`config.mk`:
```
export PLATFORM = sky130hd
export DESIGN_NAME = ttt_turn_ctrl_flat
export DESIGN_NICKNAME = d
export VERILOG_FILES = /design/src/rtl/ttt_turn_ctrl_if.sv /design/src/rtl/ttt_turn_ctrl.sv /design/src/flat_wrapper.sv
export SDC_FILE = /design/constraint.sdc
export NUM_CORES = 1
export LEC_CHECK = 0
export ABC_AREA = 0
export ABC_CLOCK_PERIOD_IN_PS = 4400
export CAP_MARGIN = 25
export CELL_PAD_IN_SITES_DETAIL_PLACEMENT = 0
export CELL_PAD_IN_SITES_GLOBAL_PLACEMENT = 1
export CORE_MARGIN = 5
export CORE_UTILIZATION = 40
export DETAILED_ROUTE_END_ITERATION = 12
export GPL_ROUTABILITY_DRIVEN = 0
export GPL_TIMING_DRIVEN = 0
export PLACE_DENSITY = 0.82
export SYNTH_ARGS = -nofsm -noshare
export SYNTH_HDL_FRONTEND = slang
export SYNTH_SLANG_ARGS = --single-unit
```
`constraint.sdc`:
```
create_clock -name clk -period 4.4 [get_ports clk]
set_input_delay 0.88 -clock clk [delete_from_list [all_inputs] [get_ports clk]]
set_output_delay 0.88 -clock clk [all_outputs]
set_load 0.1 [all_outputs]
```
`src/rtl/ttt_turn_ctrl_if.sv`:
```
`default_nettype none
// ============================================================================
// Module      : ttt_turn_ctrl_if
// Description : Move-request handshake between player input logic and the
//               tic-tac-toe turn controller.
// Revision    : 1.0 - initial release
// ============================================================================
interface ttt_turn_ctrl_if;
    logic       mv_valid;
    logic       mv_player;
    logic [3:0] mv_cell;
    logic       mv_ready;
    logic       mv_ack;
    logic       mv_err;

    modport master (
        output mv_valid, mv_player, mv_cell,
        input  mv_ready, mv_ack, mv_err
    );

    modport slave (
        input  mv_valid, mv_player, mv_cell,
        output mv_ready, mv_ack, mv_err
    );
endinterface
`default_nettype wire

```
`src/rtl/ttt_turn_ctrl.sv`:
```
`default_nettype none
// ============================================================================
// Module      : ttt_turn_ctrl
// Description : Tic-tac-toe sequencing controller: owns the board, validates
//               moves against the parity-derived turn, detects win/draw.
//               Optional per-turn forfeit timer built when TTT_TIMEOUT_EN is
//               defined.
// Revision    : 1.0 - initial release
// ============================================================================
module ttt_turn_ctrl #(
    parameter int TIMEOUT = 1000
) (
    input  wire logic        clk,
    input  wire logic        rst,
    input  wire logic        start,
    ttt_turn_ctrl_if.slave   mv,
    output logic [18:1]      board,
    output logic [2:1]       turn,
    output logic [2:1]       winner,
    output logic             draw,
    output logic             game_over,
    output logic             timeout
);

    typedef enum logic [1:0] {
        S_IDLE  = 2'd0,
        S_WAIT  = 2'd1,
        S_CHECK = 2'd2,
        S_DONE  = 2'd3
    } state_t;

    // Cell k occupies bits {2k+1, 2k}; bit 0 of a cell is P1, bit 1 is P2.
    localparam logic [8:0] c_lines [8] = '{
        9'h007, 9'h038, 9'h1C0,
        9'h049, 9'h092, 9'h124,
        9'h111, 9'h054
    };

    state_t      r_state;
    state_t      w_state_nxt;
    logic [17:0] r_board;
    logic [17:0] w_board_nxt;
    logic        r_ack,   w_ack_nxt;
    logic        r_err,   w_err_nxt;
    logic [1:0]  r_winner, w_winner_nxt;
    logic        r_draw,  w_draw_nxt;
    logic        r_timeout, w_timeout_nxt;
    logic        r_last,  w_last_nxt;
    logic        r_ready;
    logic        r_game_over;

    logic        w_parity;
    logic [8:0]  w_occ;
    logic [8:0]  w_plane;
    logic        w_win;
    logic        w_cell_ok;
    logic        w_legal;
    logic        w_cnt_hit;

    assign w_parity = ^r_board;

    always_comb begin
        w_win = 1'b0;
        for (int k = 0; k < 9; k++) begin
            w_occ[k]   = r_board[2*k] | r_board[2*k+1];
            w_plane[k] = r_last ? r_board[2*k+1] : r_board[2*k];
        end
        for (int l = 0; l < 8; l++) begin
            if ((w_plane & c_lines[l]) == c_lines[l]) begin
                w_win = 1'b1;
            end
        end
    end

    assign w_cell_ok = (mv.mv_cell <= 4'd8) && !w_occ[mv.mv_cell];
    assign w_legal   = mv.mv_valid && w_cell_ok && (mv.mv_player == w_parity);

`ifdef TTT_TIMEOUT_EN
    logic [15:0] r_cnt;

    assign w_cnt_hit = (17'(r_cnt) + 17'd1) == 17'(TIMEOUT);

    // Restart the count on every fresh entry to WAIT, including a restart.
    always_ff @(posedge clk) begin
        if (rst) begin
            r_cnt <= 16'd0;
        end else if (w_state_nxt == S_WAIT && (r_state != S_WAIT || start)) begin
            r_cnt <= 16'd0;
        end else if (r_state == S_WAIT) begin
            r_cnt <= r_cnt + 16'd1;
        end
    end
`else
    logic w_unused_timeout;

    assign w_cnt_hit        = 1'b0;
    assign w_unused_timeout = ^16'(TIMEOUT);
`endif

    always_comb begin
        w_state_nxt   = r_state;
        w_board_nxt   = r_board;
        w_ack_nxt     = 1'b0;
        w_err_nxt     = 1'b0;
        w_winner_nxt  = r_winner;
        w_draw_nxt    = r_draw;
        w_timeout_nxt = r_timeout;
        w_last_nxt    = r_last;

        if (start) begin
            w_state_nxt   = S_WAIT;
            w_board_nxt   = 18'd0;
            w_winner_nxt  = 2'b00;
            w_draw_nxt    = 1'b0;
            w_timeout_nxt = 1'b0;
        end else begin
            case (r_state)
                S_WAIT: begin
                    if (w_legal) begin
                        w_board_nxt[{mv.mv_cell, mv.mv_player}] = 1'b1;
                        w_ack_nxt   = 1'b1;
                        w_last_nxt  = mv.mv_player;
                        w_state_nxt = S_CHECK;
                    end else begin
                        w_err_nxt = mv.mv_valid;
                        if (w_cnt_hit) begin
                            // Forfeit: the player who failed to move loses.
                            w_state_nxt   = S_DONE;
                            w_winner_nxt  = w_parity ? 2'b01 : 2'b10;
                            w_timeout_nxt = 1'b1;
                        end
                    end
                end
                S_CHECK: begin
                    if (w_win) begin
                        w_winner_nxt = r_last ? 2'b10 : 2'b01;
                        w_state_nxt  = S_DONE;
                    end else if (&w_occ) begin
                        w_draw_nxt  = 1'b1;
                        w_state_nxt = S_DONE;
                    end else begin
                        w_state_nxt = S_WAIT;
                    end
                end
                default: begin
                    w_state_nxt = r_state;
                end
            endcase
        end
    end

    always_ff @(posedge clk) begin
        if (rst) begin
            r_state     <= S_IDLE;
            r_board     <= 18'd0;
            r_ack       <= 1'b0;
            r_err       <= 1'b0;
            r_winner    <= 2'b00;
            r_draw      <= 1'b0;
            r_timeout   <= 1'b0;
            r_last      <= 1'b0;
            r_ready     <= 1'b0;
            r_game_over <= 1'b0;
        end else begin
            r_state     <= w_state_nxt;
            r_board     <= w_board_nxt;
            r_ack       <= w_ack_nxt;
            r_err       <= w_err_nxt;
            r_winner    <= w_winner_nxt;
            r_draw      <= w_draw_nxt;
            r_timeout   <= w_timeout_nxt;
            r_last      <= w_last_nxt;
            r_ready     <= (w_state_nxt == S_WAIT);
            r_game_over <= (w_state_nxt == S_DONE);
        end
    end

    assign board       = r_board;
    assign turn        = w_parity ? 2'b10 : 2'b01;
    assign winner      = r_winner;
    assign draw        = r_draw;
    assign game_over   = r_game_over;
    assign timeout     = r_timeout;
    assign mv.mv_ready = r_ready;
    assign mv.mv_ack   = r_ack;
    assign mv.mv_err   = r_err;

endmodule
`default_nettype wire

```
`src/flat_wrapper.sv`:
```
// flat-port wrapper written by rule: the top's interface ports become plain ports
module ttt_turn_ctrl_flat 
#(
    parameter int TIMEOUT = 1000
)
  (clk, rst, start, board, turn, winner, draw, game_over, timeout, mv_mv_valid, mv_mv_player, mv_mv_cell, mv_mv_ready, mv_mv_ack, mv_mv_err);
  ttt_turn_ctrl_if mv_i ();
  input  wire logic clk;
  input  wire logic rst;
  input  wire logic start;
  output logic [18:1] board;
  output logic [2:1] turn;
  output logic [2:1] winner;
  output logic draw;
  output logic game_over;
  output logic timeout;
  input wire logic [$bits(mv_i.mv_valid)-1:0] mv_mv_valid;
  input wire logic [$bits(mv_i.mv_player)-1:0] mv_mv_player;
  input wire logic [$bits(mv_i.mv_cell)-1:0] mv_mv_cell;
  output wire logic [$bits(mv_i.mv_ready)-1:0] mv_mv_ready;
  output wire logic [$bits(mv_i.mv_ack)-1:0] mv_mv_ack;
  output wire logic [$bits(mv_i.mv_err)-1:0] mv_mv_err;
  assign mv_i.mv_valid = mv_mv_valid;
  assign mv_i.mv_player = mv_mv_player;
  assign mv_i.mv_cell = mv_mv_cell;
  assign mv_mv_ready = mv_i.mv_ready;
  assign mv_mv_ack = mv_i.mv_ack;
  assign mv_mv_err = mv_i.mv_err;
  ttt_turn_ctrl #(.TIMEOUT(TIMEOUT)) u_core (.clk(clk), .rst(rst), .start(start), .mv(mv_i), .board(board), .turn(turn), .winner(winner), .draw(draw), .game_over(game_over), .timeout(timeout));
endmodule
```
==> results of run 1 <==
[worst reg2reg max path, cell delays in order, from the launching register on]
cell and delay, ns:
sky130_fd_sc_hd__dfxtp_1 0.43, sky130_fd_sc_hd__inv_1 0.08, sky130_fd_sc_hd__ha_1 0.31, sky130_fd_sc_hd__xor2_1 0.17
sky130_fd_sc_hd__xnor3_2 0.49, sky130_fd_sc_hd__xnor3_1 0.42, sky130_fd_sc_hd__a311o_1 0.39, sky130_fd_sc_hd__o21ai_2 0.08
sky130_fd_sc_hd__o21a_1 0.14
[synthesized netlist by cell type, types with 2 or more instances]
| cell type | count | area (um^2) |
|---|---|---|
| sky130_fd_sc_hd__a22o_1 | 13 | 114 |
| sky130_fd_sc_hd__xnor2_1 | 3 | 26.3 |
| sky130_fd_sc_hd__nand3b_1 | 3 | 22.5 |
| sky130_fd_sc_hd__a21oi_1 | 8 | 40.0 |
| sky130_fd_sc_hd__clkbuf_1 | 2 | 7.51 |
| sky130_fd_sc_hd__o22a_1 | 4 | 35.0 |
| sky130_fd_sc_hd__mux2i_1 | 3 | 30.0 |
| sky130_fd_sc_hd__a22oi_1 | 8 | 60.1 |
| sky130_fd_sc_hd__and3_1 | 2 | 12.5 |
| sky130_fd_sc_hd__a211oi_1 | 2 | 15.0 |
| sky130_fd_sc_hd__nand2_1 | 13 | 48.8 |
| sky130_fd_sc_hd__inv_1 | 22 | 82.6 |
| sky130_fd_sc_hd__o22ai_1 | 5 | 31.3 |
| sky130_fd_sc_hd__o21a_1 | 2 | 15.0 |
| sky130_fd_sc_hd__nor2_1 | 10 | 37.5 |
| sky130_fd_sc_hd__ha_1 | 11 | 138 |
| sky130_fd_sc_hd__dfxtp_1 | 28 | 561 |
| sky130_fd_sc_hd__xor2_1 | 2 | 17.5 |
| sky130_fd_sc_hd__o31ai_1 | 2 | 15.0 |
| sky130_fd_sc_hd__buf_4 | 2 | 15.0 |
| sky130_fd_sc_hd__nor4_1 | 3 | 18.8 |
| sky130_fd_sc_hd__nor2b_1 | 3 | 18.8 |
| sky130_fd_sc_hd__and2_1 | 2 | 12.5 |
| sky130_fd_sc_hd__nand3_1 | 3 | 15.0 |
| sky130_fd_sc_hd__mux2_2 | 2 | 22.5 |
[worst paths after layout]
check                                startpoint                            end  slack [ns]  cells after the start
setup reg to reg   u_core.board[1]$_SDFFE_PP0P_    u_core.game_over$_SDFF_PP0_        1.85                      8
hold / removal    u_core.winner[2]$_SDFFE_PP0P_  u_core.winner[2]$_SDFFE_PP0P_        0.46                      2
setup / recovery   u_core.board[1]$_SDFFE_PP0P_                        turn[2]        0.16                      7
hold reg to reg   u_core.winner[2]$_SDFFE_PP0P_  u_core.winner[2]$_SDFFE_PP0P_        0.46                      2
[final cells by class]
| cell class | count | area, um^2 |
|---|---|---|
| inverter | 22 | 82.6 |
| sequential | 28 | 561 |
| buffer | 5 | 27.5 |
| fill | 350 | 1880 |
| timing repair buffer | 34 | 340 |
| clock buffer | 4 | 55.1 |
| tap | 50 | 62.6 |
| multi-input combinational | 123 | 936 |
[cells by family (layout without fill, tap and decap cells)]
family / Yosys count / count (layout)
flops: 28 / 28
other cells: 1 / 1
compound gates: 49 / 49
simple gates: 49 / 49
xor+xnor: 8 / 8
buf+inv: 27 / 65
mux: 5 / 5
fa+ha+maj: 11 / 11
[flip-flops by register name (all words and copies together), names as in the netlist]
| name | cells |
|---|---|
| u_core.board | 18 |
| u_core.mv.mv_err | 1 |
| u_core.game_over | 1 |
| u_core.r_last | 1 |
| u_core.mv.mv_ack | 1 |
| u_core.r_state | 2 |
| u_core.mv.mv_ready | 1 |
| u_core.draw | 1 |
| u_core.winner | 2 |
[power groups by stage]
| stage | Clock (mW) | Combinational [mW] | Sequential [mW] |
|---|---|---|---|
| 2_1_floorplan | 0 | 0.0429 | 0.285 |
| 3_3_place_gp | 0 | 0.0853 | 0.266 |
| 3_5_place_dp | 0 | 0.0862 | 0.266 |
| 4_1_cts | 0.166 | 0.0865 | 0.261 |
| 5_1_grt | 0.177 | 0.0924 | 0.261 |
| 6_report | 0.160 | 0.0863 | 0.260 |
[routing by layer]
| layer | track usage | wire (um) | vias to the layer above |
|---|---|---|---|
| met5 | 0 | 0 | - |
| met1 | 0.209 | 1980 | 696 |
| met3 | 0.0301 | 209 | 9 |
| met2 | 0.257 | 1860 | 55 |
| li1 | - | - | 720 |
| met4 | 0.0563 | 94 | 0 |
[stage by stage]
stage               std cells  power, mW
floorplan                 178      0.328
global placement          262      0.351
detailed placement        262      0.353
CTS                       266      0.513
global route              266      0.531
finish                    266      0.507
[cells in the final DEF (no fill, tap or decap), types with 2 or more instances in the layout]
cell	instances
sky130_fd_sc_hd__and2_1	2
sky130_fd_sc_hd__a21oi_1	8
sky130_fd_sc_hd__o22a_1	4
sky130_fd_sc_hd__xnor2_1	3
sky130_fd_sc_hd__o22ai_1	5
sky130_fd_sc_hd__nand3b_1	3
sky130_fd_sc_hd__nand3_1	3
sky130_fd_sc_hd__inv_1	22
sky130_fd_sc_hd__clkbuf_8	4
sky130_fd_sc_hd__clkdlybuf4s50_1	34
sky130_fd_sc_hd__xor2_1	2
sky130_fd_sc_hd__nor2b_1	3
sky130_fd_sc_hd__dfxtp_1	28
sky130_fd_sc_hd__mux2i_1	3
sky130_fd_sc_hd__and3_1	2
sky130_fd_sc_hd__nor4_1	3
sky130_fd_sc_hd__o31ai_1	2
sky130_fd_sc_hd__buf_4	2
sky130_fd_sc_hd__a22oi_1	8
sky130_fd_sc_hd__a211oi_1	2
sky130_fd_sc_hd__mux2_2	2
sky130_fd_sc_hd__clkbuf_1	2
sky130_fd_sc_hd__ha_1	11
sky130_fd_sc_hd__a22o_1	13
sky130_fd_sc_hd__o21a_1	2
sky130_fd_sc_hd__nor2_1	10
sky130_fd_sc_hd__nand2_1	13
==> impl_metrics.prom, run 1 <==
# TYPE chip_impl_metric gauge
chip_impl_metric{name="drt-wirelength-per-cell",unit="um"} 15.5
chip_impl_metric{name="post_synth_instance_area",unit="um^2"} 1610
chip_impl_metric{name="final_max_slew_viol_count",unit=""} 0
chip_impl_info{name="synth_top_family_by_area",value="compound AO/OA/AOI/OAI gates"} 1
chip_impl_metric{name="post_layout_nets",unit=""} 237
chip_impl_metric{name="synth_compound_gate_area_share",unit=""} 0.226
chip_impl_metric{name="place.port_buffers",unit=""} 34
chip_impl_metric{name="post_synth.cell_area_avg",unit="um^2"} 9.03
chip_impl_metric{name="post_route_cells_drive_above_1_share",unit=""} 0.0694
chip_impl_metric{name="worstPathArrival",unit="ns"} 3.36
chip_impl_metric{name="die-width",unit="um"} 73.4
chip_impl_metric{name="global_route.overflow_total",unit=""} 0
chip_impl_metric{name="max-cap-violations",unit=""} 0
chip_impl_info{name="worst_hold_path_type",value="flip-flop to flip-flop"} 1
chip_impl_metric{name="synth_edf_count",unit=""} 0
chip_impl_info{name="critical-path-slowest-cell",value="sky130_fd_sc_hd__clkdlybuf4s50_1"} 1
chip_impl_metric{name="drtPass1Iterations",unit=""} 4
chip_impl_metric{name="crit_path_max_fanout",unit=""} 6
chip_impl_metric{name="finalWirelength",unit="mm"} 4.14
chip_impl_metric{name="ctsHoldBuffers",unit=""} 0
chip_impl_info{name="clockRootBuffer",value="sky130_fd_sc_hd__clkbuf_8"} 1
chip_impl_info{name="crit_type",value="flip-flop to output pin"} 1
chip_impl_metric{name="post_synth_adder_cell_area",unit=""} 0.0857
chip_impl_metric{name="grt_util_all_layers",unit=""} 0.158
chip_impl_metric{name="share_comb_of_total_power",unit=""} 0.170
chip_impl_metric{name="count_of_nets_left_with_antenna_violations_after_detail_routing",unit=""} 0
chip_impl_metric{name="synth_unique_cells",unit=""} 45
chip_impl_metric{name="fin_skew",unit="ns"} 0.00611
chip_impl_metric{name="detailedPlacementHpwl",unit="mm"} 3.29
chip_impl_info{name="critical-path-top-delay-family",value="buffers and inverters"} 1
chip_impl_metric{name="ys_seq_elements",unit=""} 28
chip_impl_info{name="crit_chain",value="inv_1, ha_1, xor2_1, xnor3_2, xor2_2, buf_4, clkdlybuf4s50_1"} 1
chip_impl_metric{name="p_sw_frac",unit=""} 0.277
chip_impl_metric{name="synth-xor-area-share",unit=""} 0.0662
chip_impl_metric{name="net_switching_component_of_the_power",unit="mW"} 0.140
chip_impl_metric{name="synth_cells",unit=""} 178
chip_impl_metric{name="drc_errors",unit=""} 0
chip_impl_metric{name="worstPathBufferInverterCount",unit=""} 3
chip_impl_metric{name="timing.final.hold_violations",unit=""} 0
chip_impl_metric{name="maxSlewHeadroom",unit=""} 0.347
chip_impl_metric{name="synthToLayoutAreaGrowth",unit="%"} 28.5
chip_impl_metric{name="critPathRequiredTime",unit="ns"} 3.52
chip_impl_metric{name="vdd_ir_drop_max",unit="V"} 0.000194
chip_impl_metric{name="fin_setup_tns",unit="ns"} 0
chip_impl_metric{name="synthesis.nets",unit=""} 198
chip_impl_metric{name="period_minus_slack",unit="ns"} 4.24
chip_impl_metric{name="post-place-ws",unit="ns"} 0.496
chip_impl_metric{name="ys_async_sr_fraction",unit=""} 0
chip_impl_metric{name="cts-root-to-sink-buffers",unit=""} 2
chip_impl_metric{name="number_of_violations_reported_at_the_end_of_detailed_routing_iteration_0",unit=""} 104
chip_impl_info{name="outcome",value="complete, no violations"} 1
chip_impl_info{name="unrepaired_setup_endpoints_after_global_routing",value="no"} 1
chip_impl_metric{name="via_count_of_the_first_global_routing_pass",unit=""} 1410
chip_impl_info{name="critical_path.startpoint_type",value="flip-flop"} 1
chip_impl_metric{name="initial_util",unit=""} 0.407
chip_impl_metric{name="fin_util",unit=""} 0.524
chip_impl_metric{name="power.leakage",unit="nW"} 0.745
chip_impl_metric{name="cts_repair_resize_count",unit=""} 0
chip_impl_metric{name="design_area",unit="um^2"} 2060
chip_impl_metric{name="vias_per_cell",unit=""} 5.56
chip_impl_metric{name="synth.yosys.seq_area_share",unit=""} 0.349
chip_impl_metric{name="design.core.area",unit="um^2"} 3940
chip_impl_metric{name="final-setup-viol-count",unit=""} 0
chip_impl_metric{name="maximum_number_of_pins_on_one_net_before_global_route_repair",unit=""} 16
chip_impl_metric{name="share_of_synthesized_cell_area_in_and_or_nand_and_nor_gates",unit=""} 0.170
chip_impl_metric{name="worst_slack",unit="ns"} 0.162
chip_impl_metric{name="synth_mux_area_frac",unit=""} 0.0327
chip_impl_metric{name="whs",unit="ns"} 0.463
chip_impl_metric{name="power.sequential.fraction",unit=""} 0.514
chip_impl_metric{name="fp.dieArea",unit="um^2"} 5380
chip_impl_metric{name="pwr_density_cell",unit="nW/um^2"} 245
chip_impl_metric{name="final_min_period_over_clock_period",unit=""} 0.963
chip_impl_metric{name="cp_slowest_stage_delay",unit="ns"} 1.12
chip_impl_metric{name="count_of_warnings_emitted_by_yosys",unit=""} 0
chip_impl_info{name="clock_tree_from_tritoncts",value="built"} 1
chip_impl_metric{name="cts.reportedPaths.clkPinSlew",unit="ns"} 0.09
chip_impl_metric{name="diodes",unit=""} 0
chip_impl_metric{name="max_clk_rate",unit="MHz"} 236
chip_impl_metric{name="max_slew.worst_pin.slew",unit="ns"} 0.977
chip_impl_metric{name="clkPwrFrac",unit=""} 0.316
chip_impl_metric{name="antenna_found_initial",unit=""} 0
chip_impl_metric{name="internal_pwr_total",unit="mW"} 0.366
chip_impl_metric{name="cts_h_tree_depth",unit=""} 1
chip_impl_metric{name="cts_buffers",unit=""} 3
chip_impl_metric{name="number_of_top_level_design_ports",unit=""} 37
chip_impl_metric{name="worst_skew_pair.late_latency",unit="ns"} 0.28
chip_impl_metric{name="grt_first_pass_wirelength",unit="mm"} 6.58
chip_impl_info{name="primary_flip_flop_cell_chosen_by_synthesis_mapping",value="sky130_fd_sc_hd__dfxtp_1"} 1
chip_impl_metric{name="detailed_place.area",unit="um^2"} 2010
chip_impl_info{name="endpoint_kind",value="output pin"} 1
chip_impl_metric{name="via_count",unit=""} 1480
chip_impl_metric{name="numClockSinks",unit=""} 28
chip_impl_metric{name="die_height",unit="um"} 73.4
chip_impl_metric{name="rows",unit=""} 23
chip_impl_metric{name="post_cts.repair.setup_buffers",unit=""} 0
Power figures use the tool's default switching activity.
==> inputs of run 2 (changes only) <==
CORE_MARGIN = not set   (was 5)
==> run 2 against run 1 <==
Effect of this change:
- core utilization rose by 2.7 points
- via count rose by 0.81%
- power barely moved
- sequential power barely moved
- combinational power rose by 0.7%
- routed wire length fell by 0.85%
- worst hold slack improved by 0.0034 ns
- register-to-register slack got worse by 0.03 ns
- final cell count fell by 0.75%
- largest power group unchanged
==> impl_metrics.prom, run 2 (same netlist as run 1, synthesis figures left out) <==
# TYPE chip_impl_metric gauge
chip_impl_info{name="clock_tree_from_tritoncts",value="built"} 1
chip_impl_info{name="layout.cells.most_common_list",value="sky130_fd_sc_hd__clkdlybuf4s50_1 (34), sky130_fd_sc_hd__dfxtp_1 (28), sky130_fd_sc_hd__inv_1 (22)"} 1
chip_impl_metric{name="detailedPlacementHpwl",unit="mm"} 3.28
chip_impl_metric{name="post_route_cells_drive_above_1_share",unit=""} 0.0694
chip_impl_metric{name="final-setup-viol-count",unit=""} 0
chip_impl_metric{name="number_of_top_level_design_ports",unit=""} 37
chip_impl_metric{name="post-place-ws",unit="ns"} 0.465
chip_impl_info{name="critical_path.startpoint_type",value="flip-flop"} 1
chip_impl_metric{name="design.core.area",unit="um^2"} 3740
chip_impl_metric{name="vdd_ir_drop_max",unit="V"} 0.000120
chip_impl_metric{name="drtPass1Iterations",unit=""} 5
chip_impl_metric{name="place.port_buffers",unit=""} 34
chip_impl_metric{name="synthToLayoutAreaGrowth",unit="%"} 28.3
chip_impl_info{name="unrepaired_setup_endpoints_after_global_routing",value="no"} 1
chip_impl_metric{name="clkPwrFrac",unit=""} 0.315
chip_impl_metric{name="grt_first_pass_wirelength",unit="mm"} 6.71
chip_impl_metric{name="cts.reportedPaths.clkPinSlew",unit="ns"} 0.10
chip_impl_metric{name="via_count_of_the_first_global_routing_pass",unit=""} 1419
chip_impl_metric{name="global_route.overflow_total",unit=""} 0
chip_impl_info{name="most_frequent_standard_cell_in_the_layout_excluding_fill_and_tap_cells",value="sky130_fd_sc_hd__clkdlybuf4s50_1"} 1
chip_impl_info{name="outcome",value="complete, no violations"} 1
chip_impl_metric{name="vias_per_cell",unit=""} 5.65
chip_impl_info{name="holdCritStartpoint",value="u_core.winner[1]$_SDFFE_PP0P_"} 1
chip_impl_info{name="crit_chain",value="inv_1, ha_1, xor2_1, xnor3_2, xor2_2, buf_4, clkdlybuf4s50_1"} 1
chip_impl_metric{name="max_clk_rate",unit="MHz"} 237
chip_impl_metric{name="ctsHoldBuffers",unit=""} 0
chip_impl_metric{name="die_height",unit="um"} 65.4
chip_impl_metric{name="final_max_slew_viol_count",unit=""} 0
chip_impl_metric{name="period_minus_slack",unit="ns"} 4.22
chip_impl_metric{name="max-cap-violations",unit=""} 0
chip_impl_metric{name="numClockSinks",unit=""} 28
chip_impl_info{name="clockRootBuffer",value="sky130_fd_sc_hd__clkbuf_8"} 1
chip_impl_metric{name="finalWirelength",unit="mm"} 4.10
chip_impl_metric{name="p_sw_frac",unit=""} 0.277
chip_impl_metric{name="count_of_nets_left_with_antenna_violations_after_detail_routing",unit=""} 0
chip_impl_metric{name="max_slew.worst_pin.slew",unit="ns"} 0.976
chip_impl_metric{name="cts_h_tree_depth",unit=""} 1
chip_impl_metric{name="reg2regPathDepth",unit=""} 8
chip_impl_metric{name="post_cts.repair.setup_buffers",unit=""} 0
chip_impl_metric{name="setup.reg_to_reg.worst_slack",unit="ns"} 1.82
chip_impl_metric{name="cts_buffers",unit=""} 3
chip_impl_metric{name="fp.dieArea",unit="um^2"} 4270
chip_impl_metric{name="worstPathArrival",unit="ns"} 3.34
chip_impl_metric{name="cts-root-to-sink-buffers",unit=""} 2
chip_impl_metric{name="maximum_number_of_pins_on_one_net_before_global_route_repair",unit=""} 16
chip_impl_info{name="worst_hold_path_type",value="flip-flop to flip-flop"} 1
chip_impl_metric{name="share_comb_of_total_power",unit=""} 0.172
chip_impl_metric{name="worst_slack",unit="ns"} 0.176
chip_impl_metric{name="grt_util_all_layers",unit=""} 0.208
chip_impl_info{name="regToRegEndpoint",value="u_core.board[10]$_SDFFE_PP0P_"} 1
chip_impl_info{name="min_to",value="u_core.winner[1]$_SDFFE_PP0P_"} 1
chip_impl_metric{name="largest_register_ffs",unit=""} 18
chip_impl_metric{name="rows",unit=""} 22
chip_impl_metric{name="cp_slowest_stage_delay",unit="ns"} 1.12
chip_impl_metric{name="post_layout_nets",unit=""} 237
chip_impl_metric{name="net_switching_component_of_the_power",unit="mW"} 0.141
chip_impl_metric{name="fin_skew",unit="ns"} 0.00501
chip_impl_info{name="worst_r2r_startpoint",value="u_core.board[1]$_SDFFE_PP0P_"} 1
chip_impl_info{name="crit_type",value="flip-flop to output pin"} 1
chip_impl_metric{name="power.leakage",unit="nW"} 0.745
chip_impl_metric{name="critPathRequiredTime",unit="ns"} 3.52
chip_impl_metric{name="fin_setup_tns",unit="ns"} 0
chip_impl_metric{name="antenna_found_initial",unit=""} 0
chip_impl_metric{name="maxSlewHeadroom",unit=""} 0.347
chip_impl_metric{name="drt-wirelength-per-cell",unit="um"} 15.5
chip_impl_metric{name="drc_errors",unit=""} 0
chip_impl_metric{name="crit_path_max_fanout",unit=""} 6
chip_impl_metric{name="via_count",unit=""} 1492
chip_impl_metric{name="pwr_density_cell",unit="nW/um^2"} 246
chip_impl_info{name="critical-path-slowest-cell",value="sky130_fd_sc_hd__clkdlybuf4s50_1"} 1
chip_impl_metric{name="internal_pwr_total",unit="mW"} 0.366
chip_impl_metric{name="initial_util",unit=""} 0.429
chip_impl_metric{name="fillerInstances",unit=""} 363
chip_impl_metric{name="worst_skew_pair.late_latency",unit="ns"} 0.27
chip_impl_metric{name="timing.final.hold_violations",unit=""} 0
chip_impl_metric{name="min_path_cells",unit=""} 2
chip_impl_metric{name="diodes",unit=""} 0
chip_impl_metric{name="final_min_period_over_clock_period",unit=""} 0.960
chip_impl_metric{name="die-width",unit="um"} 65.4
chip_impl_metric{name="number_of_violations_reported_at_the_end_of_detailed_routing_iteration_0",unit=""} 121
chip_impl_info{name="endpoint_kind",value="output pin"} 1
chip_impl_metric{name="power.sequential.fraction",unit=""} 0.513
chip_impl_metric{name="cts_repair_resize_count",unit=""} 0
run 2: cell counts in the layout (fill, tap and decap cells not counted):
Identical to the previous run, type by type.
run 2: power by group through the flow:
stage                     registers (mW)  logic (mW)  clock network (mW)
after global placement             0.266      0.0856                   0
after CTS                          0.260      0.0864               0.164
after detailed placement           0.266      0.0861                   0
after global routing               0.261      0.0931               0.173
after floorplan                    0.285      0.0429                   0
final                              0.260      0.0869               0.160
run 2: metal layers:
metal,GRT usage,wire length [um],up-vias
li1,-,-,716
met1,0.286,1960,707
met2,0.312,1860,57
met3,0.0313,205,12
met4,0.109,80,0
met5,0,0,-
run 2: cell type report:
cell class	count	area [um^2]	share of cell area
well taps	48	60.1	0.0291
plain buffers	5	27.5	0.0133
flip-flops and latches	28	561	0.272
clock buffers	4	55.1	0.0267
multi-input cells	123	936	0.454
repair buffers	34	340	0.165
inverters	22	82.6	0.0400
run 2: how the worst max path moves through the flow:
stage          slack (ns)       to                         start
2_1_floorplan        0.63  turn[1]  u_core.board[5]$_SDFFE_PP0P_
3_3_place_gp         0.54  turn[2]  u_core.board[1]$_SDFFE_PP0P_
3_5_place_dp         0.47  turn[2]  u_core.board[6]$_SDFFE_PP0P_
4_1_cts              0.15  turn[2]  u_core.board[6]$_SDFFE_PP0P_
5_1_grt              0.02  turn[2]  u_core.board[1]$_SDFFE_PP0P_
6_report             0.18  turn[2]  u_core.board[1]$_SDFFE_PP0P_
run 2: through the flow:
stage	instance area, um^2	power [mW]	std cells	hold slack, ns	util
4_1_cts	2060	0.510	264	0.466	0.551
2_1_floorplan	1610	0.328	178	0.488	-
3_3_place_gp	2010	0.352	260	0.445	0.536
6_report	2060	0.507	264	0.467	0.551
3_5_place_dp	2010	0.352	260	0.450	0.536
5_1_grt	2060	0.527	264	0.509	0.551
run 2: critical path, delay by kind of cell (launching register included):
family / cells / cell delay, ns
flops: 1 / 0.45
buf+inv: 3 / 1.36
fa+ha+maj: 1 / 0.30
xor+xnor: 3 / 0.95
==> inputs of run 3 (changes only) <==
SETUP_SLACK_MARGIN = 0.02   (was not set)
TNS_END_PERCENT = 1   (was not set)
==> results of run 3 <==
Final layout, timing and power as in run 2 (identical DEF).
==> variant 1: new RTL, flow settings as in run 3 <==
The option `TTT_TIMEOUT_EN` is turned on by a define.
--- a/src/rtl/ttt_turn_ctrl.sv
+++ b/src/rtl/ttt_turn_ctrl.sv
@@ -9,2 +9,4 @@
 // ============================================================================
+`define TTT_TIMEOUT_EN
+
 module ttt_turn_ctrl #(
Behaviour: no difference found for any inputs over 4 cycles, from zero or initial values and one cycle with rst high; that may be too few to reach the edited logic, so the function may still have changed.
==> variant 1 against run 3 <==
Routed wire length up 49%. Cell count increased by 58%. Sequential power up 60%. Combinational power increased by 16%. Critical path type unchanged. Setup slack improved by 0.086 ns. Fmax increased by 2.1%. Count of clock-buffer cells in the layout grew 1. Design area increased by 49%. Critical endpoint unchanged. Sequential cell count is 17 higher. Total power up 74%. Synthesized area up 56%. Global-route usage down 0.56 points.
==> variant 1: results (changes against run 3) <==
* DR WL met3 at 320 microns (+56%)
* Skew final at 0.0134 ns (+0.00843 ns)
* WHS Endpoint: u_core.timeout
* Non-clock buffer share of cell area at 0.128 (-0.0501)
* Post-synth top cells: dfxtp_1, nor2_1, inv_1, a21oi_1, nand2_1
* Top post-synthesis cells by area: dfxtp_1, nor2_1, ha_1, xor2_1, inv_1
* Buffers excl. clock at 45 (+15%)
* CTS Root Cell: clkbuf_8
* Row cnt at 28 (+27%)
* R2R setup slack at 1.11 ns (-0.71 ns)
* Multiplexer share of the synthesized area at 0.0254 (-0.00732)
* R2r endpoint: u_core.board[16]
* Largest net degree at the start of global routing at 15 (-1)
* Worst IR drop on VDD at 0.187 mV (+56%)
* Placement Setup Slack at 0.542 ns (+0.0761 ns)
* H-Tree Depth at 2 (+1)
* Wire per inst at 14.6 microns (-5.7%)
* Max-Slew Margin vs Limit at 0.348 (+0.000378)
* Clk_lat worst skew at 0.29 ns (+0.02 ns)
* Vias in the first global route at 2076 (+46%)
* Worst reg2reg startpoint: u_core.board[14]
* All-Layer GR Usage at 0.203 (-0.00561)
* Register area at 901 sq um (+61%)
* Clock buf/inv share at 0.0436 (+0.0169)
* Metal2 WL at 2.83 mm (+53%)
* Async set-or-reset flop fraction in the synthesized netlist at 0 (unchanged)
* Area of the multi-input gates at 0.00144 sq mm (+53%)
* Nets at 362 (+53%)
* Xor-xnor portion of the synthesized cell area at 0.0986 (+0.0324)
* Leak Pwr at 1.06 nW (+42%)
* R2R depth at 10 (+2)
* Post-DP HPWL at 4.62 mm (+41%)
* #FFs+latches synth at 45 (+61%)
* Yosys cell types at 53 (+18%)
* Routing usage on met2 at 0.321 (+0.00898)
* 1st-pass router iterations at 4 (-1)
* M1 wire length at 2.91 mm (+49%)
* Multi-Input Combinational at 214 (+74%)
* Port Buffers at 33 (-2.9%)
* Post-synthesis sequential area ratio at 0.358 (+0.00948)
* DP Area at 0.00294 sq mm (+46%)
* Crit path arrival time at 3.26 ns (-0.08 ns)
* Yosys warns at 0 (unchanged)
* FILL cells at 582 (+60%)
* Share of cells above drive strength 1 at 0.0614 (-0.00804)
* Most common cell after layout, fill and taps aside: dfxtp_1
* DR vias/cell at 5.37 (-4.9%)
* Inverters, non-clock at 30 (+36%)
* Status: completed
* Tcrit/Tclk final at 0.941 (-0.0194)
* Hold Path Origin: u_core.timeout
* Mapped Nets at 322 (+63%)
* Adder-Cell Fraction of Synth Area at 0.0597 (-0.0259)
* CLK BUF at 5 (+1)
* Top sig layer: met4
* Compound-Gate Fraction of Synth Area at 0.156 (-0.0696)
* Met3 track demand over resource at 0.0337 (+0.00246)
[variant 1: changes by cell type in the layout (fill, tap and decap cells not counted), sizes merged, moves of 5 or more]
cell    before  now
nor2        10   41
dfxtp       28   45
a22o        13    0
a21oi        8   19
xor2         3   13
clkbuf       6   14
inv         22   30
nand3        3   10
or3          0    7
xnor2        3   10
nand4        0    6
nor3         1    7
or4          0    5
[variant 1: per-stage QoR]
step / cells / utilization / power [mW] / hold WS (ns)
final: 417 / 0.513 / 0.883 / 0.481
after global routing: 417 / 0.513 / 0.923 / 0.506
after CTS: 417 / 0.513 / 0.892 / 0.491
after detailed placement: 409 / 0.490 / 0.526 / 0.466
after global placement: 409 / 0.490 / 0.526 / 0.460
after floorplan: 301 / - / 0.497 / 0.498
[variant 1: power breakdown]
group          internal, mW  switching [mW]  total (mW)
registers             0.412         0.00404       0.416
logic                0.0324          0.0685       0.101
clock network         0.226           0.140       0.365
total                 0.670           0.212       0.883
==> variant 2: new RTL, settings of run 3 <==
Without the edit above. The 4 states of `state_t` get a one-hot encoding in 4 bits.
--- a/src/rtl/ttt_turn_ctrl.sv
+++ b/src/rtl/ttt_turn_ctrl.sv
@@ -24,7 +24,7 @@
 
-    typedef enum logic [1:0] {
-        S_IDLE  = 2'd0,
-        S_WAIT  = 2'd1,
-        S_CHECK = 2'd2,
-        S_DONE  = 2'd3
+    typedef enum logic [3:0] {
+        S_IDLE  = 4'b0001,
+        S_WAIT  = 4'b0010,
+        S_CHECK = 4'b0100,
+        S_DONE  = 4'b1000
     } state_t;
Check against the original RTL: no difference found for any inputs over 4 cycles, from zero or initial values and one cycle with rst high; so few cycles prove little.
==> variant 2 against run 3 <==
Total power grew 34%. Count of clock-buffer cells in the layout grew 2. Setup slack gained 0.042 ns. Synthesized area grew 8.6%. Sequential cell count grew 2. Combinational power shrank 41%. Routed wire length grew 9.4%. Design area grew 11%. Critical path type unchanged. Critical endpoint is now turn[1].
==> variant 2: results (changes against run 3) <==
* Status: completed
* Top post-synthesis cells by area: dfxtp_1, a21oi_1, ha_1, inv_1, a22oi_1
* All-Layer GR Usage at 0.220 (+0.0119)
* Worst IR drop on VDD at 0.182 mV (+53%)
* Skew final at 0.00639 ns (+0.00137 ns)
* Setup crit end: turn[1]
* Final wirelength at 4.49 mm (+9.4%)
* Nets at 266 (+12%)
* Cts bufs inserted at 5 (+2)
* Worst Setup SP: u_core.board[14]
* Post-DP HPWL at 3.50 mm (+6.8%)
* Post-synthesis sequential area ratio at 0.344 (-0.00482)
* Post-synth top cells: dfxtp_1, a21oi_1, inv_1, nor2_1, nand2_1
* Clk slew on worst S/H paths at 0.07 ns (-0.03 ns)
* Crit path arrival time at 3.30 ns (-0.04 ns)
* Largest net degree at the start of global routing at 11 (-5)
* Design Area, Final at 0.00229 sq mm (+11%)
* Critical-path maximum fanout at 10 (+4)
* WHS Endpoint: u_core.game_over
* Tcrit/Tclk final at 0.951 (-0.00949)
* Hold Path Origin: u_core.r_state[1]
* R2R setup slack at 1.79 ns (-0.03 ns)
* DR vias/cell at 5.61 (-0.82%)
* Vias in the first global route at 1457 (+2.7%)
* Placement Setup Slack at 0.164 ns (-0.301 ns)
* DP Area at 0.00215 sq mm (+7.0%)
* First-pass GRT wire length at 7.33 mm (+9.3%)
* Clk_lat worst skew at 0.29 ns (+0.02 ns)
* Worst-margin pin slew at 1.00 ns (+0.0270 ns)
* Iter 0 DRT Violations at 106 (-12%)
* Hold path depth at 1 (-1)
==> variant 2: cell types whose count changed in the layout (fill, tap and decap cells not counted), moves of 5 or more <==
cell	change
a21oi_1	+15
a22o_1	-13
nand4_1	+5
nor2_1	+6
o22ai_1	-5
==> variant 2: stage by stage <==
| step | hold slack, ns | instances |
|---|---|---|
| after detailed placement | 0.472 | 291 |
| after global placement | 0.459 | 291 |
| after global routing | 0.497 | 299 |
| final | 0.476 | 299 |
| after CTS | 0.479 | 299 |
| after floorplan | 0.430 | 207 |
==> variant 2: final cells by class <==
cell class,instances,share of cell area
plain buffers,11,0.0301
clock buffers,6,0.0361
clock inverters,2,0.0263
inverters,24,0.0394
multi-input cells,142,0.431
flip-flops and latches,30,0.263
well taps,50,0.0274
repair buffers,34,0.147
==> variant 2: report_power, final <==
group,total (mW),internal [mW],switching (mW)
registers,0.275,0.274,0.00156
logic,0.0517,0.0184,0.0334
clock network,0.350,0.242,0.108
total,0.677,0.534,0.143
==> variant 2: kinds of logic after synthesis <==
kind of cell             synth area share
flip-flops                          0.344
AND/OR/NAND/NOR                     0.229
adder cells (fa/ha/maj)            0.0645
XOR/XNOR                           0.0559
AO/OA/AOI/OAI                       0.186
multiplexers                       0.0272
other                             0.00215
buffers and inverters              0.0910
==> variant 2: layer usage <==
layer  wire length, microns  vias to the layer above  track usage
met3                    256                        6       0.0500
met2                   1860                       56        0.306
met4                     63                        0       0.0781
li1                       -                      826            -
met5                      0                        -            0
met1                   2310                      788        0.326
==> variant 2: timing repair <==
item                                    in CTS  in global routing
gates resized for setup                      1                  2
gates cloned                                 0                  0
pin swaps                                    0                  0
hold endpoints to repair                     0                  0
endpoints found under the setup margin       1                  1
